**config.mk**
```make
export PLATFORM = sky130hd
export DESIGN_NAME = stopwatch_ctrl_flat
export DESIGN_NICKNAME = d
export VERILOG_FILES = /design/src/rtl/sw_ctrl_pkg.sv /design/src/rtl/stopwatch_ctrl_if.sv /design/src/rtl/stopwatch_ctrl_btn_debounce.sv /design/src/rtl/stopwatch_ctrl.sv /design/src/flat_wrapper.sv
export SDC_FILE = /design/constraint.sdc
export NUM_CORES = 1
export LEC_CHECK = 0
export ABC_AREA = 1
export BUFFER_PORTS_ARGS = -buffer_cell sky130_fd_sc_hd__buf_2
export CAP_MARGIN = 15
export CORE_UTILIZATION = 59
export CTS_CLUSTER_SIZE = 12
export DETAILED_ROUTE_END_ITERATION = 10
export PLACE_DENSITY = 0.78
export SLEW_MARGIN = 10
export SYNTH_ARGS = -nofsm -noshare
export SYNTH_HDL_FRONTEND = slang
export SYNTH_SLANG_ARGS = --single-unit
```
**constraint.sdc**
```tcl
create_clock -name clk -period 1.8 [get_ports clk]
set_input_delay 0.27 -clock clk [delete_from_list [all_inputs] [get_ports clk]]
set_output_delay 0.27 -clock clk [all_outputs]
set_load 0.005 [all_outputs]
```
**src/rtl/sw_ctrl_pkg.sv**
```systemverilog
`default_nettype none
// +--------------------------------------------------------------------------+
// | sw_ctrl_pkg : shared state encoding and default timing constants for the |
// |               stopwatch control slice (stopwatch_ctrl, btn_debounce).     |
// | Revision    : 1.0                                                        |
// +--------------------------------------------------------------------------+
package sw_ctrl_pkg;

   typedef logic [1:0] sw_state_t;

   localparam logic [1:0] C_ST_IDLE  = 2'b00;
   localparam logic [1:0] C_ST_RUN   = 2'b01;
   localparam logic [1:0] C_ST_LAP   = 2'b10;
   localparam logic [1:0] C_ST_PAUSE = 2'b11;

   localparam int C_DB_TICKS_DFLT   = 4;
   localparam int C_LONG_TICKS_DFLT = 1000;
   localparam int C_LT_W_DFLT       = 10;

endpackage
`default_nettype wire

```
**src/rtl/stopwatch_ctrl_if.sv**
```systemverilog
`default_nettype none
// +--------------------------------------------------------------------------+
// | stopwatch_ctrl_if : control bundle between stopwatch_ctrl (master) and   |
// |                     the clock divider / time-counter chain (slave).      |
// |                     lap_num exists only with STOPWATCH_LAP_COUNT_EN.     |
// | Revision          : 1.0                                                  |
// +--------------------------------------------------------------------------+
interface stopwatch_ctrl_if;
   import sw_ctrl_pkg::*;

   logic      div_en;
   logic      time_clr;
   logic      disp_hold;
   logic      running;
   sw_state_t state;
   logic      time_max;

`ifdef STOPWATCH_LAP_COUNT_EN
   logic [3:0] lap_num;

   modport master (
      output div_en, time_clr, disp_hold, running, state, lap_num,
      input  time_max
   );
   modport slave (
      input  div_en, time_clr, disp_hold, running, state, lap_num,
      output time_max
   );
`else
   modport master (
      output div_en, time_clr, disp_hold, running, state,
      input  time_max
   );
   modport slave (
      input  div_en, time_clr, disp_hold, running, state,
      output time_max
   );
`endif

endinterface
`default_nettype wire

```
**src/rtl/stopwatch_ctrl_btn_debounce.sv**
```systemverilog
`default_nettype none
// +--------------------------------------------------------------------------+
// | btn_debounce : 2-FF synchronizer, tick-sampled debounce counter and      |
// |                one-clk press pulse on a rising stable level.             |
// | Revision     : 1.0                                                       |
// +--------------------------------------------------------------------------+
module btn_debounce
   import sw_ctrl_pkg::*;
#(
   parameter int DB_TICKS = C_DB_TICKS_DFLT
) (
   input  logic clk,
   input  logic reset,
   input  logic tick_ref,
   input  logic btn_raw,
   output logic level,
   output logic press
);

   localparam int              C_CW     = $clog2(DB_TICKS + 1);
   localparam logic [C_CW-1:0] C_DB_MAX = C_CW'(DB_TICKS);

   logic [1:0]      r_sync;
   logic            r_prev;
   logic            r_stable;
   logic            r_stable_d;
   logic [C_CW-1:0] r_cnt;
   logic [C_CW-1:0] w_cnt_nxt;

   // Run length of equal consecutive samples, saturating so it stays "accepted".
   always_comb begin
      w_cnt_nxt = '0;
      if (r_sync[1] == r_prev)
         w_cnt_nxt = (r_cnt == C_DB_MAX) ? r_cnt : r_cnt + C_CW'(1);
   end

   always_ff @(posedge clk or negedge reset) begin
      if (!reset) begin
         r_sync     <= '0;
         r_prev     <= 1'b0;
         r_cnt      <= '0;
         r_stable   <= 1'b0;
         r_stable_d <= 1'b0;
      end else begin
         r_sync     <= {r_sync[0], btn_raw};
         r_stable_d <= r_stable;
         if (tick_ref) begin
            r_prev <= r_sync[1];
            r_cnt  <= w_cnt_nxt;
            if (w_cnt_nxt == C_DB_MAX)
               r_stable <= r_sync[1];
         end
      end
   end

   assign level = r_stable;
   assign press = r_stable & ~r_stable_d;

endmodule
`default_nettype wire

```
**src/rtl/stopwatch_ctrl.sv**
```systemverilog
`default_nettype none
// +--------------------------------------------------------------------------+
// | stopwatch_ctrl : run/lap/pause/clear FSM for the stopwatch time base,    |
// |                  with long-press clear. Optional STOPWATCH_LAP_COUNT_EN  |
// |                  adds a decimal lap counter on the interface.            |
// | Revision       : 1.0                                                     |
// +--------------------------------------------------------------------------+
module stopwatch_ctrl
   import sw_ctrl_pkg::*;
#(
   parameter int DB_TICKS   = C_DB_TICKS_DFLT,
   parameter int LONG_TICKS = C_LONG_TICKS_DFLT,
   parameter int LT_W       = C_LT_W_DFLT
) (
   input  logic             clk,
   input  logic             reset,
   input  logic             tick_ref,
   input  logic             btn_ss,
   input  logic             btn_lc,
   stopwatch_ctrl_if.master tc
);

   localparam logic [LT_W-1:0] C_LONG_MAX = LT_W'(LONG_TICKS);

   logic            w_ss_press;
   logic            w_ss_level;
   logic            w_lc_press;
   logic            w_lc_level;
   logic            w_long_hit;
   sw_state_t       w_state_nxt;
   sw_state_t       r_state;
   logic            r_active;
   logic            r_disp_hold;
   logic            r_time_clr;
   logic [LT_W-1:0] r_long_cnt;

   btn_debounce #(.DB_TICKS(DB_TICKS)) u_db_ss (
      .clk      (clk),
      .reset    (reset),
      .tick_ref (tick_ref),
      .btn_raw  (btn_ss),
      .level    (w_ss_level),
      .press    (w_ss_press)
   );

   btn_debounce #(.DB_TICKS(DB_TICKS)) u_db_lc (
      .clk      (clk),
      .reset    (reset),
      .tick_ref (tick_ref),
      .btn_raw  (btn_lc),
      .level    (w_lc_level),
      .press    (w_lc_press)
   );

   assign w_long_hit = (r_state == C_ST_PAUSE) && (r_long_cnt == C_LONG_MAX);

   // time_max outranks buttons; ss is tested before lc so a same-cycle pair keeps ss.
   always_comb begin
      w_state_nxt = r_state;
      case (r_state)
         C_ST_IDLE: begin
            if (w_ss_press)
               w_state_nxt = C_ST_RUN;
         end
         C_ST_RUN: begin
            if (tc.time_max || w_ss_press)
               w_state_nxt = C_ST_PAUSE;
            else if (w_lc_press)
               w_state_nxt = C_ST_LAP;
         end
         C_ST_LAP: begin
            if (tc.time_max || w_ss_press)
               w_state_nxt = C_ST_PAUSE;
            else if (w_lc_press)
               w_state_nxt = C_ST_RUN;
         end
         C_ST_PAUSE: begin
            if (w_long_hit)
               w_state_nxt = C_ST_IDLE;
            else if (w_ss_press && !tc.time_max)
               w_state_nxt = C_ST_RUN;
         end
         default: w_state_nxt = C_ST_IDLE;
      endcase
   end

   always_ff @(posedge clk or negedge reset) begin
      if (!reset) begin
         r_state     <= C_ST_IDLE;
         r_active    <= 1'b0;
         r_disp_hold <= 1'b0;
         r_time_clr  <= 1'b0;
      end else begin
         r_state     <= w_state_nxt;
         r_active    <= (w_state_nxt == C_ST_RUN) || (w_state_nxt == C_ST_LAP);
         r_disp_hold <= (w_state_nxt == C_ST_LAP);
         r_time_clr  <= w_long_hit;
      end
   end

   // Held at zero outside PAUSE, so every PAUSE entry starts a fresh count.
   always_ff @(posedge clk or negedge reset) begin
      if (!reset)
         r_long_cnt <= '0;
      else if ((r_state != C_ST_PAUSE) || !w_lc_level)
         r_long_cnt <= '0;
      else if (tick_ref && (r_long_cnt != C_LONG_MAX))
         r_long_cnt <= r_long_cnt + LT_W'(1);
   end

   assign tc.div_en    = r_active;
   assign tc.running   = r_active;
   assign tc.disp_hold = r_disp_hold;
   assign tc.time_clr  = r_time_clr;
   assign tc.state     = r_state;

`ifdef STOPWATCH_LAP_COUNT_EN
   logic [3:0] r_lap_num;

   always_ff @(posedge clk or negedge reset) begin
      if (!reset)
         r_lap_num <= 4'd0;
      else if (w_long_hit)
         r_lap_num <= 4'd0;
      else if ((r_state == C_ST_RUN) && (w_state_nxt == C_ST_LAP))
         r_lap_num <= (r_lap_num == 4'd9) ? 4'd0 : r_lap_num + 4'd1;
   end

   assign tc.lap_num = r_lap_num;
`endif

endmodule
`default_nettype wire
```
**src/flat_wrapper.sv**
```systemverilog
// flat-port wrapper written by rule: the top's interface ports become plain ports
module stopwatch_ctrl_flat import sw_ctrl_pkg::*;
#(
   parameter int DB_TICKS   = C_DB_TICKS_DFLT,
   parameter int LONG_TICKS = C_LONG_TICKS_DFLT,
   parameter int LT_W       = C_LT_W_DFLT
)
  (clk, reset, tick_ref, btn_ss, btn_lc, tc_div_en, tc_time_clr, tc_disp_hold, tc_running, tc_state, tc_time_max);
  stopwatch_ctrl_if tc_i ();
  input  logic clk;
  input  logic reset;
  input  logic tick_ref;
  input  logic btn_ss;
  input  logic btn_lc;
  output wire logic [$bits(tc_i.div_en)-1:0] tc_div_en;
  output wire logic [$bits(tc_i.time_clr)-1:0] tc_time_clr;
  output wire logic [$bits(tc_i.disp_hold)-1:0] tc_disp_hold;
  output wire logic [$bits(tc_i.running)-1:0] tc_running;
  output wire logic [$bits(tc_i.state)-1:0] tc_state;
  input wire logic [$bits(tc_i.time_max)-1:0] tc_time_max;
  assign tc_div_en = tc_i.div_en;
  assign tc_time_clr = tc_i.time_clr;
  assign tc_disp_hold = tc_i.disp_hold;
  assign tc_running = tc_i.running;
  assign tc_state = tc_i.state;
  assign tc_i.time_max = tc_time_max;
  stopwatch_ctrl #(.DB_TICKS(DB_TICKS), .LONG_TICKS(LONG_TICKS), .LT_W(LT_W)) u_core (.clk(clk), .reset(reset), .tick_ref(tick_ref), .btn_ss(btn_ss), .btn_lc(btn_lc), .tc(tc_i));
endmodule
```
==> results of run 1 <==
[placed cells by master (no fill, tap or decap)]
master	count
clkbuf_8	1
nand4_1	10
buf_4	3
dfrtp_2	1
xnor2_1	2
buf_2	11
o21bai_1	1
xor2_1	5
dlygate4sd3_1	1
clkinv_2	1
nand3b_1	2
nor2_1	14
nor2_4	1
nand2_1	67
inv_1	24
nor2_8	2
bufinv_16	1
o211ai_1	2
o21ai_1	1
nand3_2	1
or2_2	1
nor2_2	3
nand3_1	15
o21ai_0	8
nand2_2	1
ha_1	7
clkbuf_4	5
inv_2	2
dfrtp_1	30
[final timing paths]
check,start,endpoint,slack (ps),cells past startpoint
max,u_core.r_long_cnt[1],u_core.tc.div_en,180,9
max reg2reg,u_core.r_long_cnt[1],u_core.tc.div_en,180,9
min reg2reg,u_core.u_db_lc.r_sync[0],u_core.u_db_lc.r_sync[1],360,0
max in group asynchronous,reset,u_core.r_long_cnt[1],820,2
min,btn_lc,u_core.u_db_lc.r_sync[0],50,1
min in group asynchronous,reset,u_core.tc.time_clr,510,2
[sequential cells by signal (all words and copies together) (netlist names)]
register and cells:
u_core.r_long_cnt 10, u_core.tc.disp_hold 1, u_core.tc.div_en 1, u_core.tc.state 2
u_core.tc.time_clr 1, u_core.u_db_lc.level 1, u_core.u_db_lc.r_cnt 3, u_core.u_db_lc.r_prev 1
u_core.u_db_lc.r_stable_d 1, u_core.u_db_lc.r_sync 2, u_core.u_db_ss.level 1, u_core.u_db_ss.r_cnt 3
u_core.u_db_ss.r_prev 1, u_core.u_db_ss.r_stable_d 1, u_core.u_db_ss.r_sync 2
[where the power goes]
| part | leakage [uW] | internal [uW] | switching (uW) | total (uW) |
|---|---|---|---|---|
| logic | 0.000534 | 243 | 410 | 653 |
| registers | 0.000401 | 839 | 101 | 940 |
| clock network | 0.0000482 | 328 | 233 | 561 |
[metal layers]
metal	routed length (um)	GRT usage [%]	share of wire [%]	vias up
met3	187	8.20	5.8	4
met4	24	11.3	0.75	0
met2	1660	43.0	52	46
met5	0	0	0	-
li1	-	-	-	680
met1	1330	27.0	41	643
[timing repair]
item | in CTS | in global routing
setup buffers | 0 | 2
hold endpoints to repair | 31 | 0
hold buffers | 1 | 0
endpoints found under the setup margin | 0 | 1
gates resized for setup | 0 | 2
[worst reg2reg max path: cells and delay by family, from the launching register on]
| family | cells | cell delay [ps] |
|---|---|---|
| fa+ha+maj | 2 | 430 |
| simple gates | 3 | 340 |
| compound gates | 1 | 160 |
| buf+inv | 3 | 160 |
| flops | 1 | 440 |
[cell type report]
type,count,area (um2)
Clock inverter,2,35.0
Sequential cell,31,777
Timing Repair Buffer,15,87.6
Fill cell,197,716
Clock buffer,6,51.3
Multi-Input combinational cell,143,766
Tap cell,30,37.5
Inverter,26,97.6
[through the flow]
stage	util (%)	cell area (um2)
2_1_floorplan	-	1660
3_3_place_gp	67.7	1740
3_5_place_dp	67.7	1740
4_1_cts	71.5	1840
5_1_grt	72.1	1850
6_report	72.1	1850
[cells by family after synthesis]
| logic type | after synthesis | share of synthesized area (%) |
|---|---|---|
| and+or+nand+nor | 117 | 33.1 |
| DFF | 31 | 46.7 |
| xor gates and xnor gates | 7 | 3.69 |
| adders and majority gates | 7 | 5.27 |
| AOI/OAI and AO/OA | 12 | 4.07 |
| buffers and inverters | 29 | 7.23 |
==> summary.md, run 1 <==
| Metric | Value |
|---|---|
| # diodes | `0` |
| Max clock buf depth | `2` |
| Power Density | `1160 mW/mm2` |
| Count leader, synth | `nand2_1` |
| Final period util | `89.9%` |
| Clock slew at reported path FFs | `100 ps` |
| Initial Util | `64.7%` |
| Crit path max-delay cell type | `dfrtp_2` |
| Seq cells post-synth | `31` |
| Sequential share of the synthesized area | `46.7%` |
| Cell taking the most area after synthesis | `dfrtp_1` |
| Fin crit period | `1620 ps` |
| Synthesized Nets | `216` |
| CP cell instances | `inv_1, ha_1, nand2_1, inv_2, nand4_1, o211ai_1, nand3_1, ha_1, inv_1` |
| Worst-path fanout max | `5` |
| Yosys warnings | `0` |
| Max Fclk | `618 MHz` |
| Post-synth EDFFs | `0` |
| First-pass GRT wire length | `5070 um` |
| Area grow syn2layout | `11.4%` |
| CTS root buffer | `clkbuf_4` |
| Outcome | `completed` |
| Gr ovfl total | `0` |
| CP peak stage delay | `440 ps` |
| Placer Congestion | `0.848` |
| Core area | `0.00257 mm2` |
| Max-cap violation count | `0` |
| VDD IR-drop max | `0.00103 V` |
| Yosys top cell area share | `46.7%` |
| Startpoint Class | `flip-flop` |
| Port Buf Inserts | `11` |
| Clock Skew | `9.98 ps` |
| Mapped Cells | `203` |
| Total Routed Length | `3210 um` |
| CP Capture Type | `flip-flop` |
| Fin nets | `235` |
| Starting DRT DRC Count | `31` |
| # IOs | `12` |
| Cell family with most CP delay | `flip-flops` |
| Synth cell count leaders | `67 x nand2_1, 31 x dfrtp_1, 25 x inv_1, 15 x nand3_1, 14 x nor2_1` |
| Fin cells | `253` |
| Sink Count | `31` |
| Max-slew headroom | `55.8%` |
| Number of global-route vias before repair | `1266` |
| DR vias/cell | `5.43` |
| WP data arrival | `1850 ps` |
| Avg Inst Size Synth | `8.19 um2` |
| Post-Synthesis Cell Area | `0.00166 mm2` |
| Asr flop ratio synth | `100%` |
| Req. time, crit path | `2030 ps` |
| Antenna violations before repair | `0` |
| Total Power | `2150 uW` |
| CTS Buf Count | `5` |
| Antenna-violating nets left | `0` |
| Total Neg Setup Slack | `0 ps` |
| DR vias | `1373` |
| Buf/Inv on CP | `3` |
| WHS | `51.4 ps` |
| Avg WL per Cell | `12.7 um` |
| Ys flop type | `dfrtp_1` |
| H-tree levels | `2` |
| HP Class | `input port to flip-flop` |
| Largest net degree at the start of global routing | `32` |
| # setup viols final | `0` |
| HPWL Detailed | `2250 um` |
| Yosys cell types | `24` |
| Layout cells sized above 1 | `15.2%` |
| TritonRoute pass-1 iters | `4` |
| Die width | `55.1 um` |
| Number of remaining DRC errors | `0` |
| # rows | `18` |
| Critical path class | `flip-flop to flip-flop` |
| Pre-CTS WS | `169 ps` |
| Final hold vios | `0` |
| Die Height | `55.1 um` |
| Latest clock arrival within the worst-skew pair | `320 ps` |
| Total GRT Usage | `24.7%` |
| Worst-Margin Slew | `663 ps` |
| Placed cell count | `242` |
| CTS tree | `built` |
| Total die area | `0.00303 mm2` |
| Fin. max-slew vios | `0` |
| Synth area leaders | `dfrtp_1 47%, nand2_1 15%, inv_1 5.6%` |
| P_leak | `0.000983 uW` |
| Setup WS post-layout | `182 ps` |
No activity file was read; power rests on OpenSTA's default activity.
==> inputs of run 2 (changes only) <==
==> constraint.sdc (replaced) <==
create_clock -name clk -period 1.8 [get_ports clk]
set_input_delay 0.09 -clock clk [delete_from_list [all_inputs] [get_ports clk]]
set_output_delay 0.09 -clock clk [all_outputs]
set_load 0.005 [all_outputs]
==> summary.md, run 2 (synthesis gave the netlist of run 1 again) <==
| Metric | Value |
|---|---|
| CTS tree | `built` |
| Final hold vios | `0` |
| # setup viols final | `0` |
| Max reg flops | `10` |
| Fin crit period | `1620 ps` |
| Final instance area | `0.00187 mm2` |
| Sink Count | `31` |
| Cell Area, Placed | `0.00174 mm2` |
| H-tree levels | `2` |
| Fin cells | `255` |
| WL met1 | `1340 um` |
| Core area | `0.00257 mm2` |
| Req. time, crit path | `2030 ps` |
| NetSw | `743 uW` |
| Total GRT Usage | `24.7%` |
| WP data arrival | `1850 ps` |
| Critical path class | `flip-flop to flip-flop` |
| Max-cap violation count | `0` |
| Total die area | `0.00303 mm2` |
| Core Util, Final | `72.9%` |
| Outcome | `completed` |
| First-pass GRT wire length | `5080 um` |
| Clock slew at reported path FFs | `100 ps` |
| Max clock buf depth | `2` |
| Gr ovfl total | `0` |
| Area grow syn2layout | `12.7%` |
| Flop pwr share | `43.6%` |
| DR vias/cell | `5.41` |
| # rows | `18` |
| CTS Buf Count | `5` |
| Worst-path fanout max | `5` |
| Internal power | `1410 uW` |
| Number of remaining DRC errors | `0` |
| Fin. max-slew vios | `0` |
| P_leak | `0.000992 uW` |
| CP Capture Type | `flip-flop` |
| CP cell instances | `inv_1, ha_1, nand2_1, inv_2, nand4_1, o211ai_1, nand3_1, ha_1, inv_1` |
| CTS root buffer | `clkbuf_4` |
| Latest clock arrival within the worst-skew pair | `320 ps` |
| Initial Util | `64.7%` |
| Antenna violations before repair | `0` |
| HP Class | `input port to flip-flop` |
| Max-slew headroom | `55.8%` |
| Top Registers | `u_core.r_long_cnt x10, u_core.u_db_lc.r_cnt x3, u_core.u_db_ss.r_cnt x3` |
| Port Buf Inserts | `11` |
| Power Density | `1150 mW/mm2` |
| DR WL met2 | `1660 um` |
| Crit path max-delay cell type | `dfrtp_2` |
| Antenna-violating nets left | `0` |
| # IOs | `12` |
| Layout cells sized above 1 | `15.1%` |
| Commonest cells after routing, fill and taps aside | `67 x nand2_1, 30 x dfrtp_1, 24 x inv_1` |
| Final period util | `89.9%` |
| Comb pwr share | `30.4%` |
| Die Height | `55.1 um` |
| Die width | `55.1 um` |
| DR vias | `1380` |
| TritonRoute pass-1 iters | `4` |
| Most common cell after layout, fill and taps aside | `nand2_1` |
| Starting DRT DRC Count | `31` |
| Placer Congestion | `0.848` |
| Clock power frac | `26.0%` |
| WHS | `81.0 ps` |
| Worst-Margin Slew | `663 ps` |
| VDD IR-drop max | `0.00104 V` |
| Max Fclk | `618 MHz` |
| Total Routed Length | `3220 um` |
| Largest net degree at the start of global routing | `32` |
| Met3 Wirelength | `186 um` |
| Placed cell count | `242` |
| HPWL Detailed | `2250 um` |
| Avg WL per Cell | `12.6 um` |
| CP peak stage delay | `440 ps` |
| # diodes | `0` |
| Total Power | `2160 uW` |
| Uppermost layer routed | `met4` |
| Biggest register | `u_core.r_long_cnt` |
| Number of global-route vias before repair | `1272` |
| Clock Skew | `10.0 ps` |
| Switch share | `34.5%` |
| Startpoint Class | `flip-flop` |
| Fin nets | `237` |
run 2: per-layer routing:
metal	vias up	track usage [%]
li1	684	-
met1	646	27.0
met2	46	43.0
met3	4	8.20
met4	0	11.3
met5	-	0
run 2: path summary, 6_finish.rpt:
path	startpoint	to	slack, ps	cells past startpoint
max	u_core.r_long_cnt[1]	u_core.tc.div_en	180	9
min in group asynchronous	reset	u_core.tc.time_clr	330	2
max reg2reg	u_core.r_long_cnt[1]	u_core.tc.div_en	180	9
max in group asynchronous	reset	u_core.r_long_cnt[1]	1000	2
min reg2reg	u_core.u_db_lc.r_sync[0]	u_core.u_db_lc.r_sync[1]	360	0
min	tick_ref	u_core.u_db_lc.r_prev	80	3
run 2: layout make-up:
type                            instances  area, um2
Inverter                               26       97.6
Timing Repair Buffer                   17        108
Fill cell                             196        696
Multi-Input combinational cell        143        766
Clock buffer                            6       51.3
Tap cell                               30       37.5
Clock inverter                          2       35.0
Sequential cell                        31        777
run 2: per-stage QoR:
stage / setup WS (ps) / setup TNS [ps]
6_report: 182 / 0
2_1_floorplan: 268 / 0
3_3_place_gp: 233 / 0
4_1_cts: 152 / 0
3_5_place_dp: 169 / 0
5_1_grt: -11.0 / -11.0
run 2: power by group through the flow:
stage          clock network, uW  logic (uW)  registers [uW]
5_1_grt                      606         771             961
3_5_place_dp                   0         647             952
6_report                     560         656             940
3_3_place_gp                   0         611             944
4_1_cts                      575         654             938
2_1_floorplan                  0         481             945
run 2: worst max-delay path: cells and delay by family, from the launching register on:
kind | cells | cell delay [ps]
buf+inv | 3 | 160
fa+ha+maj | 2 | 430
compound gates | 1 | 160
simple gates | 3 | 340
flops | 1 | 440
run 2: what timing repair did:
item                                    CTS  global route
hold endpoints to repair                 33             0
endpoints found under the setup margin    0             1
hold buffers                              3             0
buffers inserted                          0             2
gates resized for setup                   0             2
==> inputs of run 3 (changes only) <==
--- a/config.mk
+++ b/config.mk
@@ -6,12 +6,13 @@
 export NUM_CORES = 1
 export LEC_CHECK = 0
 export ABC_AREA = 1
-export BUFFER_PORTS_ARGS = -buffer_cell sky130_fd_sc_hd__buf_2
+export BUFFER_PORTS_ARGS = -buffer_cell sky130_fd_sc_hd__buf_4
 export CAP_MARGIN = 15
 export CORE_UTILIZATION = 59
 export CTS_CLUSTER_SIZE = 12
 export DETAILED_ROUTE_END_ITERATION = 10
 export PLACE_DENSITY = 0.78
+export SETUP_SLACK_MARGIN = 0.5
 export SLEW_MARGIN = 10
 export SYNTH_ARGS = -nofsm -noshare
 export SYNTH_HDL_FRONTEND = slang
==> summary.md, run 3 (synthesis gave the netlist of run 1 again) <==
| Metric | Value |
|---|---|
| Layout cells sized above 1 | `24.8%` |
| WP data arrival | `1790 ps` |
| Core area | `0.00257 mm2` |
| Total Neg Setup Slack | `0 ps` |
| Worst-path fanout max | `4` |
| DR vias/cell | `5.44` |
| Placer Congestion | `0.873` |
| Number of global-route vias before repair | `1335` |
| H-tree levels | `2` |
| CP Capture Type | `flip-flop` |
| Largest net degree at the start of global routing | `32` |
| Total Routed Length | `3560 um` |
| Latest clock arrival within the worst-skew pair | `340 ps` |
| Core Util, Final | `77.8%` |
| Gr ovfl total | `0` |
| Cell Area, Placed | `0.00177 mm2` |
| Top Registers | `u_core.r_long_cnt x10, u_core.u_db_lc.r_cnt x3, u_core.u_db_ss.r_cnt x3` |
| Req. time, crit path | `2050 ps` |
| P_leak | `0.00102 uW` |
| VDD IR-drop max | `0.000908 V` |
| # IOs | `12` |
| Most common cell after layout, fill and taps aside | `nand2_1` |
| Total GRT Usage | `26.7%` |
| Die Height | `55.1 um` |
| Starting DRT DRC Count | `38` |
| Power Density | `1120 mW/mm2` |
| Area grow syn2layout | `20.3%` |
| Sink Count | `31` |
| Die width | `55.1 um` |
| CTS Buf Count | `5` |
| Antenna-violating nets left | `0` |
| CTS tree | `built` |
| Total die area | `0.00303 mm2` |
| CTS root buffer | `clkbuf_4` |
| Worst-Margin Slew | `433 ps` |
| HPWL Detailed | `2180 um` |
| Max-cap violation count | `0` |
| Port Buf Inserts | `11` |
| DR vias | `1415` |
| Max-slew headroom | `71.1%` |
| Critical path class | `flip-flop to flip-flop` |
| Max clock buf depth | `2` |
| # setup viols final | `0` |
| Max Fclk | `649 MHz` |
| Outcome | `completed` |
| Fin crit period | `1540 ps` |
| Final period util | `85.6%` |
| Startpoint Class | `flip-flop` |
| Clock slew at reported path FFs | `90 ps` |
| Fin nets | `243` |
| RSZ-0062 raised after global routing | `true` |
| Fin. max-slew vios | `0` |
| Biggest register | `u_core.r_long_cnt` |
| TritonRoute pass-1 iters | `4` |
| # diodes | `0` |
| Max reg flops | `10` |
| Final hold vios | `0` |
| Final instance area | `0.00200 mm2` |
| Number of remaining DRC errors | `0` |
| Clock Skew | `4.56 ps` |
| HP Class | `input port to flip-flop` |
| # rows | `18` |
| Antenna violations before repair | `0` |
| Avg WL per Cell | `13.7 um` |
| Initial Util | `64.7%` |
| Commonest cells after routing, fill and taps aside | `64 x nand2_1, 31 x dfrtp_1, 18 x buf_4` |
| First-pass GRT wire length | `5460 um` |
run 3: cell types whose count changed in the layout (fill, tap and decap cells not counted), moves of 3 or more:
cell / delta
buf_2: -11
inv_2: +8
inv_1: -8
o21ai_0: -3
buf_4: +15
ha_1: -5
o21ai_1: +3
ha_4: +3
nand2_1: -3
run 3: worst paths after layout:
check                                               from                       end  slack, ps  depth (start not counted)
max in group asynchronous                          reset      u_core.r_long_cnt[5]       1310                          2
worst max register to register      u_core.r_long_cnt[1]          u_core.tc.div_en        260                          9
worst min-delay path                            tick_ref     u_core.u_db_ss.r_prev         10                          3
worst max-delay path                u_core.r_long_cnt[1]          u_core.tc.div_en        260                          9
worst min register to register  u_core.u_db_ss.r_sync[0]  u_core.u_db_ss.r_sync[1]        360                          0
min in group asynchronous                          reset   u_core.u_db_ss.r_cnt[1]        220                          2
run 3: metrics by stage:
step / hold slack (ps) / setup WS, ps / std cells / total power (uW)
5_1_grt: 20.1 / 179 / 260 / 2390
3_3_place_gp: 37.5 / 251 / 242 / 1600
3_5_place_dp: 43.6 / 238 / 242 / 1650
6_report: 13.1 / 259 / 260 / 2230
4_1_cts: 4.46 / 278 / 258 / 2150
2_1_floorplan: -206 / 284 / 203 / 1430
run 3: cell type report:
cell class,count,area (um2)
flip-flops and latches,31,776
inverters,26,97.6
repair buffers,22,176
fillers,160,569
clock inverters,1,5.00
multi-input cells,144,855
clock buffers,6,51.3
well taps,30,37.5
run 3: report_power, final:
group	switching (uW)	internal (uW)	leakage [uW]
Sequential	119	839	0.000402
Combinational	478	375	0.000580
Clock	236	181	0.0000341
Total	834	1390	0.00102
run 3: repair_timing:
item / in CTS / in global routing
pin swaps: 5 / 9
gates cloned: 1 / 0
setup buffers: 5 / 2
endpoints found under the hold margin: 33 / 0
resized for setup: 9 / 21
endpoints found under the setup margin: 13 / 20
hold buffers: 3 / 0
run 3: per-layer routing:
metal,track usage [%],routed length [um],vias up
li1,-,-,704
met1,29.3,1480,653
met2,46.8,1770,43
met3,5.74,164,15
met4,15.8,145,0
met5,0,0,-
run 3: critical path, stage by stage, from the launching register on:
cell and delay [ps]:
dfrtp_1 400, inv_2 80, ha_4 140, nand2_4 50, inv_2 70, nand4_1 140, o211ai_1 120, nand3_1 120
ha_1 290, inv_1 30
